**src/rtl/axi_bus_pkg.sv**
```systemverilog
// Shared write-path types for the AXI crossbar: slave map, route-select codes and FSM states.
package axi_bus_pkg;

  localparam int unsigned MX_SX_ID_BITS = 4;
  localparam int unsigned SLV_IDX_BITS  = 3;

  typedef enum logic [SLV_IDX_BITS-1:0] {
    SLV_S0 = 3'd0,
    SLV_S1 = 3'd1,
    SLV_S2 = 3'd2,
    SLV_S3 = 3'd3,
    SLV_S4 = 3'd4,
    SLV_S5 = 3'd5,
    SLV_SD = 3'd6
  } slave_e;

  typedef enum logic [1:0] {
    ST_IDLE = 2'd0,
    ST_ADDR = 2'd1,
    ST_DATA = 2'd2,
    ST_RESP = 2'd3
  } wr_state_e;

  // Inclusive slave windows
  localparam logic [31:0] S0_BASE = 32'h0000_0000, S0_LIMIT = 32'h0000_3FFF;
  localparam logic [31:0] S1_BASE = 32'h0001_0000, S1_LIMIT = 32'h0001_FFFF;
  localparam logic [31:0] S2_BASE = 32'h0002_0000, S2_LIMIT = 32'h0002_FFFF;
  localparam logic [31:0] S3_BASE = 32'h1000_0000, S3_LIMIT = 32'h1000_03FF;
  localparam logic [31:0] S4_BASE = 32'h1001_0000, S4_LIMIT = 32'h1001_03FF;
  localparam logic [31:0] S5_BASE = 32'h2000_0000, S5_LIMIT = 32'h201F_FFFF;

  // Route select = {master, slave index}; 4'hF matches no route and gates every channel
  localparam logic [MX_SX_ID_BITS-1:0] M0_S0_W = 4'h0, M0_S1_W = 4'h1, M0_S2_W = 4'h2;
  localparam logic [MX_SX_ID_BITS-1:0] M0_S3_W = 4'h3, M0_S4_W = 4'h4, M0_S5_W = 4'h5;
  localparam logic [MX_SX_ID_BITS-1:0] M0_SD_W = 4'h6;
  localparam logic [MX_SX_ID_BITS-1:0] M1_S0_W = 4'h8, M1_S1_W = 4'h9, M1_S2_W = 4'hA;
  localparam logic [MX_SX_ID_BITS-1:0] M1_S3_W = 4'hB, M1_S4_W = 4'hC, M1_S5_W = 4'hD;
  localparam logic [MX_SX_ID_BITS-1:0] M1_SD_W = 4'hE;
  localparam logic [MX_SX_ID_BITS-1:0] SEL_IDLE = 4'hF;

  function automatic logic in_range(input logic [31:0] addr, input logic [31:0] lo,
                                    input logic [31:0] hi);
    return (addr >= lo) && (addr <= hi);
  endfunction

  function automatic logic [MX_SX_ID_BITS-1:0] route_code(input logic m1, input slave_e slv);
    return {m1, SLV_IDX_BITS'(slv)};
  endfunction

endpackage

```
**src/rtl/axi_addr_decoder.sv**
```systemverilog
// Combinational AWADDR -> slave index decode; unmapped addresses go to the default slave.
module axi_addr_decoder
  import axi_bus_pkg::*;
(
  input  logic [31:0] i_addr,
  output slave_e      o_slave_c
);

  always_comb begin
    o_slave_c = SLV_SD;
    if      (in_range(i_addr, S0_BASE, S0_LIMIT)) o_slave_c = SLV_S0;
    else if (in_range(i_addr, S1_BASE, S1_LIMIT)) o_slave_c = SLV_S1;
    else if (in_range(i_addr, S2_BASE, S2_LIMIT)) o_slave_c = SLV_S2;
    else if (in_range(i_addr, S3_BASE, S3_LIMIT)) o_slave_c = SLV_S3;
    else if (in_range(i_addr, S4_BASE, S4_LIMIT)) o_slave_c = SLV_S4;
    else if (in_range(i_addr, S5_BASE, S5_LIMIT)) o_slave_c = SLV_S5;
  end

endmodule

```
**src/rtl/axi_write_arbiter.sv**
```systemverilog
// Write-path arbiter/sequencer: one write in flight, route held from AW grant to B completion.
// Define WR_ARB_RR_EN for round-robin between M0/M1; otherwise fixed priority M1 > M0.
module axi_write_arbiter
  import axi_bus_pkg::*;
#(
  parameter int unsigned MAX_LEN = 16
) (
  input  logic                     ACLK,
  input  logic                     ARESETn,
  input  logic                     AWVALID_M0,
  input  logic [31:0]              AWADDR_M0,
  input  logic                     AWVALID_M1,
  input  logic [31:0]              AWADDR_M1,
  input  logic                     AWREADY_M0,
  input  logic                     AWREADY_M1,
  input  logic [3:0]               AWLEN_G,
  input  logic                     WVALID_G,
  input  logic                     WREADY_G,
  input  logic                     WLAST_G,
  input  logic                     BVALID_G,
  input  logic                     BREADY_G,
  output logic [MX_SX_ID_BITS-1:0] AW_arbiter,
  output logic [MX_SX_ID_BITS-1:0] W_arbiter,
  output logic [MX_SX_ID_BITS-1:0] B_arbiter,
  output logic                     wlast_err
);

  localparam int unsigned CNT_W = $clog2(MAX_LEN) + 1;

  wr_state_e                r_state, w_next_state;
  logic [MX_SX_ID_BITS-1:0] r_code, w_next_code;
  logic [MX_SX_ID_BITS-1:0] w_aw_nxt, w_w_nxt, w_b_nxt;
  logic [3:0]               r_len, w_len_nxt;
  logic [CNT_W-1:0]         r_cnt, w_cnt_nxt;
  logic                     w_err_nxt;
  logic                     w_aw_hs, w_w_hs, w_b_hs;
  logic                     w_win_m1;
  slave_e                   w_slv_m0, w_slv_m1;

  axi_addr_decoder u_dec_m0 (.i_addr(AWADDR_M0), .o_slave_c(w_slv_m0));
  axi_addr_decoder u_dec_m1 (.i_addr(AWADDR_M1), .o_slave_c(w_slv_m1));

`ifdef WR_ARB_RR_EN
  // Priority pointer: 1 = M1 wins the next simultaneous request
  logic r_prio_m1;

  assign w_win_m1 = AWVALID_M1 & (~AWVALID_M0 | r_prio_m1);

  always_ff @(posedge ACLK or negedge ARESETn) begin
    if (!ARESETn) begin
      r_prio_m1 <= 1'b0;
    end else if ((r_state == ST_RESP) && w_b_hs) begin
      r_prio_m1 <= ~r_code[MX_SX_ID_BITS-1];
    end
  end
`else
  assign w_win_m1 = AWVALID_M1;
`endif

  always_ff @(posedge ACLK or negedge ARESETn) begin
    if (!ARESETn) begin
      r_state    <= ST_IDLE;
      r_code     <= SEL_IDLE;
      r_len      <= '0;
      r_cnt      <= '0;
      AW_arbiter <= SEL_IDLE;
      W_arbiter  <= SEL_IDLE;
      B_arbiter  <= SEL_IDLE;
      wlast_err  <= 1'b0;
    end else begin
      r_state    <= w_next_state;
      r_code     <= w_next_code;
      r_len      <= w_len_nxt;
      r_cnt      <= w_cnt_nxt;
      AW_arbiter <= w_aw_nxt;
      W_arbiter  <= w_w_nxt;
      B_arbiter  <= w_b_nxt;
      wlast_err  <= w_err_nxt;
    end
  end

  // Selects are computed from the next state so each one is live exactly in its phase
  always_comb begin
    w_next_state = r_state;
    w_next_code  = r_code;
    w_len_nxt    = r_len;
    w_cnt_nxt    = r_cnt;
    w_err_nxt    = 1'b0;
    w_aw_hs      = r_code[MX_SX_ID_BITS-1] ? (AWVALID_M1 & AWREADY_M1)
                                           : (AWVALID_M0 & AWREADY_M0);
    w_w_hs       = WVALID_G & WREADY_G;
    w_b_hs       = BVALID_G & BREADY_G;

    case (r_state)
      ST_IDLE: begin
        if (AWVALID_M0 | AWVALID_M1) begin
          w_next_state = ST_ADDR;
          w_next_code  = route_code(w_win_m1, w_win_m1 ? w_slv_m1 : w_slv_m0);
        end
      end
      ST_ADDR: begin
        if (w_aw_hs) begin
          w_next_state = ST_DATA;
          w_len_nxt    = AWLEN_G;
          w_cnt_nxt    = '0;
        end
      end
      ST_DATA: begin
        if (w_w_hs) begin
          if (r_cnt != {CNT_W{1'b1}}) w_cnt_nxt = r_cnt + CNT_W'(1);
          // r_cnt is the zero-based index of this beat; WLAST belongs on index AWLEN
          if (WLAST_G) begin
            w_next_state = ST_RESP;
            w_err_nxt    = (r_cnt != CNT_W'(r_len));
          end else begin
            w_err_nxt    = (r_cnt >= CNT_W'(r_len));
          end
        end
      end
      ST_RESP: begin
        if (w_b_hs) begin
          w_next_state = ST_IDLE;
          w_next_code  = SEL_IDLE;
        end
      end
      default: begin
        w_next_state = ST_IDLE;
        w_next_code  = SEL_IDLE;
      end
    endcase

    w_aw_nxt = (w_next_state == ST_ADDR) ? w_next_code : SEL_IDLE;
    w_w_nxt  = (w_next_state == ST_DATA) ? w_next_code : SEL_IDLE;
    w_b_nxt  = (w_next_state == ST_RESP) ? w_next_code : SEL_IDLE;
  end

endmodule

```
**config.mk**
```make
export PLATFORM = sky130hd
export DESIGN_NAME = axi_write_arbiter
export DESIGN_NICKNAME = d
export VERILOG_FILES = /design/src/rtl/axi_bus_pkg.sv /design/src/rtl/axi_addr_decoder.sv /design/src/rtl/axi_write_arbiter.sv
export SDC_FILE = /design/constraint.sdc
export NUM_CORES = 1
export LEC_CHECK = 0
export CAP_MARGIN = 30
export CORE_MARGIN = 4
export CORE_UTILIZATION = 25
export CTS_CLUSTER_SIZE = 30
export DETAILED_ROUTE_END_ITERATION = 12
export SLEW_MARGIN = 30
export SYNTH_ARGS = -nofsm -noshare
export SYNTH_HDL_FRONTEND = slang
export SYNTH_SLANG_ARGS = --single-unit
```
**constraint.sdc**
```tcl
create_clock -name ACLK -period 2.13 [get_ports ACLK]
set_clock_uncertainty 0.2 [all_clocks]
set_input_delay 0.426 -clock ACLK [delete_from_list [all_inputs] [get_ports ACLK]]
set_output_delay 0.426 -clock ACLK [all_outputs]
set_load 0.03 [all_outputs]
```
==> results of run 1 <==
-- area by class of cell --
cell class / count / share of cell area
multi-input cells: 144 / 0.380
repair buffers: 119 / 0.334
flip-flops and latches: 28 / 0.215
well taps: 96 / 0.0358
clock buffers: 4 / 0.0198
inverters: 14 / 0.0157
-- registers in the layout, summed over array words and instances (netlist names) --
name / cells
AW_arbiter: 4
r_state: 2
B_arbiter: 4
W_arbiter: 4
wlast_err: 1
r_len: 4
r_cnt: 5
r_code: 4
-- final timing paths --
check	startpoint	end	slack (ns)	cells past startpoint
max	B_arbiter[3]	B_arbiter[3]	0.04	1
min	r_len[2]	r_len[2]	0.31	1
max reg2reg	r_state[1]	B_arbiter[0]	0.07	7
min reg2reg	r_len[2]	r_len[2]	0.31	1
max in group asynchronous	ARESETn	r_code[2]	1.11	2
min in group asynchronous	ARESETn	r_len[1]	0.32	2
-- cells in the final DEF, fill, tap and decap left out, types with 8 or more instances in the layout --
master	count
o21ai_0	9
inv_1	11
dfstp_2	16
dfrtp_1	12
dlygate4sd2_1	13
nor2_1	8
clkdlybuf4s50_1	33
nand2_1	15
buf_4	47
a21oi_1	9
dlymetal6s2s_1	25
-- layer usage --
metal	global-route usage	routed length [um]
met3	0.0201	235
met2	0.209	2720
met4	0.0349	78
met1	0.166	2520
met5	0	0
-- power groups by stage --
stage | Combinational, mW | Sequential, mW | Clock [mW]
6_report | 1.85 | 0.846 | 0.378
5_1_grt | 2.04 | 0.865 | 0.411
4_1_cts | 1.52 | 0.844 | 0.393
3_5_place_dp | 1.52 | 0.847 | 0
3_3_place_gp | 1.50 | 0.853 | 0
2_1_floorplan | 0.773 | 0.942 | 0
-- repair_timing --
item / CTS / global route
endpoints found under the setup margin: 9 / 27
gates resized for setup: 19 / 65
hold endpoints to repair: 0 / 0
pin swaps: 16 / 23
setup buffers: 1 / 9
-- cell families (layout without fill, tap and decap cells) --
kind of cell / Yosys count / in the layout / share of synthesized area
AND/OR/NAND/NOR: 86 / 86 / 0.309
flip-flops: 28 / 28 / 0.393
buffers and inverters: 16 / 137 / 0.0334
adder cells (fa/ha/maj): 10 / 10 / 0.0683
AO/OA/AOI/OAI: 43 / 43 / 0.167
multiplexers: 5 / 5 / 0.0300
-- through the flow --
| step | setup TNS [ns] | hold WS, ns | power [mW] | std cells |
|---|---|---|---|---|
| after floorplan | 0 | -0.0696 | 1.71 | 188 |
| after global placement | -5.50 | 0.293 | 2.35 | 391 |
| after detailed placement | -5.92 | 0.297 | 2.36 | 391 |
| after CTS | -0.00559 | 0.319 | 2.76 | 396 |
| after global routing | -0.200 | 0.334 | 3.32 | 405 |
| final | 0 | 0.313 | 3.08 | 405 |
==> impl_metrics.py, run 1 <==
metrics = {
    "critical_path": {
        "crit_slowest_cell": "clkdlybuf4s50_1",
        "cp-start-kind": "flop",
        "required_ns": 1.50,
        "cp_slowest_stage_delay_ns": 0.66,
        "critical_path_class": "reg2out",
        "critPathCaptureType": "output port",
        "cp_top_family": "buffers and inverters",
        "cp.arrival_ns": 1.46,
        "worst-path-max-fanout": 1,
        "cp_num_buf_inv": 1,
        "worstPathCellList": "clkdlybuf4s50_1",
    },
    "yosys": {
        "synth_seq_cells": 28,
        "synthesis.nets": 277,
        "yosys_warnings": 0,
        "synth_largest_area_cell": "dfstp_2",
        "async_flop_share": 1.00,
        "synth_top_area_share": 0.229,
        "ys_types": 55,
        "syn_area_sq_um": 1830,
        "synthTopCellsByCount": "nand2_1, dfstp_2, inv_1",
        "netlist_instances": 188,
        "synth.avg_cell_area_sq_um": 9.75,
        "synth.top_cells.by_area": "dfstp_2, dfrtp_1, ha_1",
        "yosysMostFrequentCell": "nand2_1",
        "yosysSeqAreaShare": 0.393,
        "synth-main-ff-cell": "dfstp_2",
        "synth_edf_count": 0,
    },
    "clocking": {
        "clockRootBuffer": "clkbuf_8",
        "postCtsHoldBufs": 0,
        "cts.path.max_buffers": 2,
        "htree_levels": 1,
        "cts.sinks": 28,
        "cts_buffers": 3,
        "clock_latency_ns": 0.28,
        "tritoncts": "built",
        "path_clk_slew_ns": 0.09,
    },
    "cells_and_area": {
        "antenna_cells": 0,
        "nNetsFinal": 399,
        "nFillCells": 638,
        "final_layout_size_suffix_gt1_frac": 0.392,
        "syn2layout_area_growth_pct": 83.1,
        "fin_util": 0.483,
        "design_area_sq_um": 3360,
        "multi_input_area_sq_um": 1270,
        "seqCellArea_sq_um": 721,
    },
    "routing": {
        "wl_per_cell_um": 13.7,
        "routed-via-count": 1828,
        "post-route-drc-count": 0,
        "viasPerCell": 4.51,
        "drt_first_pass_iters": 4,
        "totalWireLength_um": 5550,
        "drt_iter0_drc": 60,
        "antenna_left": 0,
    },
    "floorplan": {
        "start_util": 0.264,
        "row_count": 30,
        "die_w_um": 93.6,
        "die_h_um": 93.6,
        "dieArea_sq_um": 8770,
        "io_pins": 92,
        "coreArea_sq_um": 6940,
    },
    "place": {
        "post_dp_cell_area_sq_um": 2940,
        "pre_cts_ws_ns": -0.398,
        "port_buffers": 71,
        "gp_congestion": 0.762,
        "hpwlAfterDp_um": 4260,
    },
    "power": {
        "swShare": 0.383,
        "p_per_area_nw_per_um2": 917,
        "internal_power_mw": 1.90,
        "p_sw_mw": 1.18,
        "pwr-share-seq": 0.275,
        "clockPowerShare": 0.123,
        "vdd_drop_max_mv": 0.629,
        "leakage_nw": 1.50,
        "pwr-share-comb": 0.602,
    },
    "min_path": {
        "hold_class": "reg2reg",
    },
    "global_route": {
        "grt_pass1_wl_um": 8910,
        "grt_usage": 0.125,
        "grt_max_degree": 29,
        "antenna_found_initial": 0,
        "grt_pass1_vias": 1964,
        "overflow": 0,
    },
    "sta": {
        "max_freq_mhz": 479,
        "slew_viol_final": 0,
        "worst_slack_ns": 0.0443,
        "setup_viol": 0,
        "fin_crit_sh": 0.979,
        "hold_violations": 0,
        "post-route-min-period_ns": 2.09,
        "rsz0062_at_grt": "yes",
        "worstMarginPinSlew_ns": 0.357,
        "slew_headroom": 0.762,
    },
    "job": {
        "max-cap-violations": 0,
    },
    "run_status": {
        "status": "finished clean",
    },
}
Note: power is estimated with default switching activity, not from simulation.
==> inputs of run 2 (changes only) <==
--- a/config.mk
+++ b/config.mk
@@ -10,6 +10,7 @@
 export CORE_UTILIZATION = 25
 export CTS_CLUSTER_SIZE = 30
 export DETAILED_ROUTE_END_ITERATION = 12
+export MAX_ROUTING_LAYER = met4
 export SLEW_MARGIN = 30
 export SYNTH_ARGS = -nofsm -noshare
 export SYNTH_HDL_FRONTEND = slang
==> impl_metrics.py, run 2 (synthesis results as in run 1) <==
metrics = {
    "place": {
        "pre_cts_ws_ns": -0.398,
        "gp_congestion": 0.772,
        "hpwlAfterDp_um": 4260,
        "port_buffers": 71,
        "place_inst": 391,
    },
    "floorplan": {
        "coreArea_sq_um": 6940,
        "die_w_um": 93.6,
        "row_count": 30,
        "dieArea_sq_um": 8770,
        "io_pins": 92,
        "die_h_um": 93.6,
        "start_util": 0.264,
    },
    "cells_and_area": {
        "nFillCells": 638,
        "finalNonFillerCells": 405,
        "fin_util": 0.483,
        "antenna_cells": 0,
        "layout_commonest_cell": "buf_4",
        "mostFrequentLayoutCells": "buf_4, clkdlybuf4s50_1, dlymetal6s2s_1, dfstp_2, nand2_1",
        "nNetsFinal": 399,
        "final_layout_size_suffix_gt1_frac": 0.392,
        "top_register": "r_cnt",
        "syn2layout_area_growth_pct": 83.1,
        "largest_register_ffs": 5,
    },
    "sta": {
        "holdWs_ns": 0.313,
        "fin_setup_tns_ns": 0,
        "fin_crit_sh": 0.979,
        "rsz0062_at_grt": "yes",
        "post-route-min-period_ns": 2.09,
        "slew_viol_final": 0,
        "setup_viol": 0,
        "worstMarginPinSlew_ns": 0.358,
        "hold_violations": 0,
        "worst_slack_ns": 0.0449,
        "max_freq_mhz": 480,
        "slew_headroom": 0.761,
    },
    "routing": {
        "antenna_left": 0,
        "routed-via-count": 1826,
        "drt_first_pass_iters": 4,
        "totalWireLength_um": 5530,
        "drt_iter0_drc": 53,
        "post-route-drc-count": 0,
        "wl_per_cell_um": 13.6,
        "viasPerCell": 4.51,
    },
    "global_route": {
        "grt_max_degree": 29,
        "grt_pass1_vias": 1959,
        "grt_usage": 0.128,
        "antenna_found_initial": 0,
        "overflow": 0,
        "grt_pass1_wl_um": 8920,
    },
    "critical_path": {
        "cp_top_family": "buffers and inverters",
        "reg2reg_to": "B_arbiter[0]",
        "path_depth": 1,
        "reg2reg_slack_ns": 0.07,
        "crit_slowest_cell": "clkdlybuf4s50_1",
        "cp.arrival_ns": 1.46,
        "r2r_start": "r_state[1]",
        "critical_path_class": "reg2out",
        "cp_slowest_stage_delay_ns": 0.66,
        "worstPathCellList": "clkdlybuf4s50_1",
        "critPathCaptureType": "output port",
        "worst-path-max-fanout": 1,
        "rr_worst_depth": 7,
        "cp-start-kind": "flop",
        "required_ns": 1.50,
        "cp_num_buf_inv": 1,
    },
    "min_path": {
        "hold_path_startpoint": "r_len[2]",
        "hold_path_depth": 1,
        "hold_class": "reg2reg",
        "hold_path_end": "r_len[2]",
    },
    "power": {
        "vdd_drop_max_mv": 0.629,
        "p_per_area_nw_per_um2": 917,
        "leakage_nw": 1.50,
        "pwr-share-seq": 0.275,
        "swShare": 0.383,
        "internal_power_mw": 1.90,
        "p_sw_mw": 1.18,
        "pwr-share-comb": 0.602,
        "clockPowerShare": 0.123,
    },
    "clocking": {
        "cts_buffers": 3,
        "tritoncts": "built",
        "cts.path.max_buffers": 2,
        "cts.sinks": 28,
        "path_clk_slew_ns": 0.09,
        "postCtsHoldBufs": 0,
        "htree_levels": 1,
        "clockRootBuffer": "clkbuf_8",
        "clock_latency_ns": 0.28,
    },
    "run_status": {
        "status": "finished clean",
    },
    "job": {
        "max-cap-violations": 0,
    },
}
[run 2: cell counts in the layout (fill, tap and decap cells not counted)]
Identical to the previous run, type by type.
[run 2: per-stage QoR]
| stage | area [sq um] | total power [mW] |
|---|---|---|
| 2_1_floorplan | 1830 | 1.71 |
| 3_3_place_gp | 2940 | 2.35 |
| 3_5_place_dp | 2940 | 2.36 |
| 4_1_cts | 3030 | 2.76 |
| 5_1_grt | 3360 | 3.32 |
| 6_report | 3360 | 3.08 |
[run 2: timing repair]
item / in CTS / in global routing
pin swaps: 16 / 23
buffers inserted: 1 / 9
endpoints found under the setup margin: 9 / 27
gates resized for setup: 19 / 65
[run 2: worst max path at each step]
stage	start	endpoint	slack [ns]
detailed placement	AWADDR_M1[31]	AW_arbiter[0]	-0.40
global route	AWADDR_M1[21]	AW_arbiter[0]	-0.05
global placement	AWADDR_M1[31]	AW_arbiter[0]	-0.37
CTS	AWADDR_M1[17]	AW_arbiter[0]	-0.006
floorplan	r_state[1]	B_arbiter[0]	0.09
finish	B_arbiter[3]	B_arbiter[3]	0.04
[run 2: layer usage]
layer / wire length [um] / global-route usage
met1: 2510 / 0.167
met4: 78 / 0.0349
met3: 225 / 0.0193
met2: 2720 / 0.209
met5: 0 / -
[run 2: power groups by stage]
stage	Sequential [mW]	Clock (mW)	Combinational [mW]
finish	0.846	0.377	1.85
global route	0.865	0.411	2.04
CTS	0.844	0.393	1.52
detailed placement	0.847	0	1.52
global placement	0.853	0	1.50
floorplan	0.942	0	0.773
[run 2: area by class of cell]
cell class | instances | area (sq um) | area share
Multi-Input combinational cell | 144 | 1270 | 0.380
Clock buffer | 4 | 66.3 | 0.0198
Timing Repair Buffer | 119 | 1120 | 0.334
Sequential cell | 28 | 721 | 0.215
Tap cell | 96 | 120 | 0.0358
Inverter | 14 | 52.6 | 0.0157
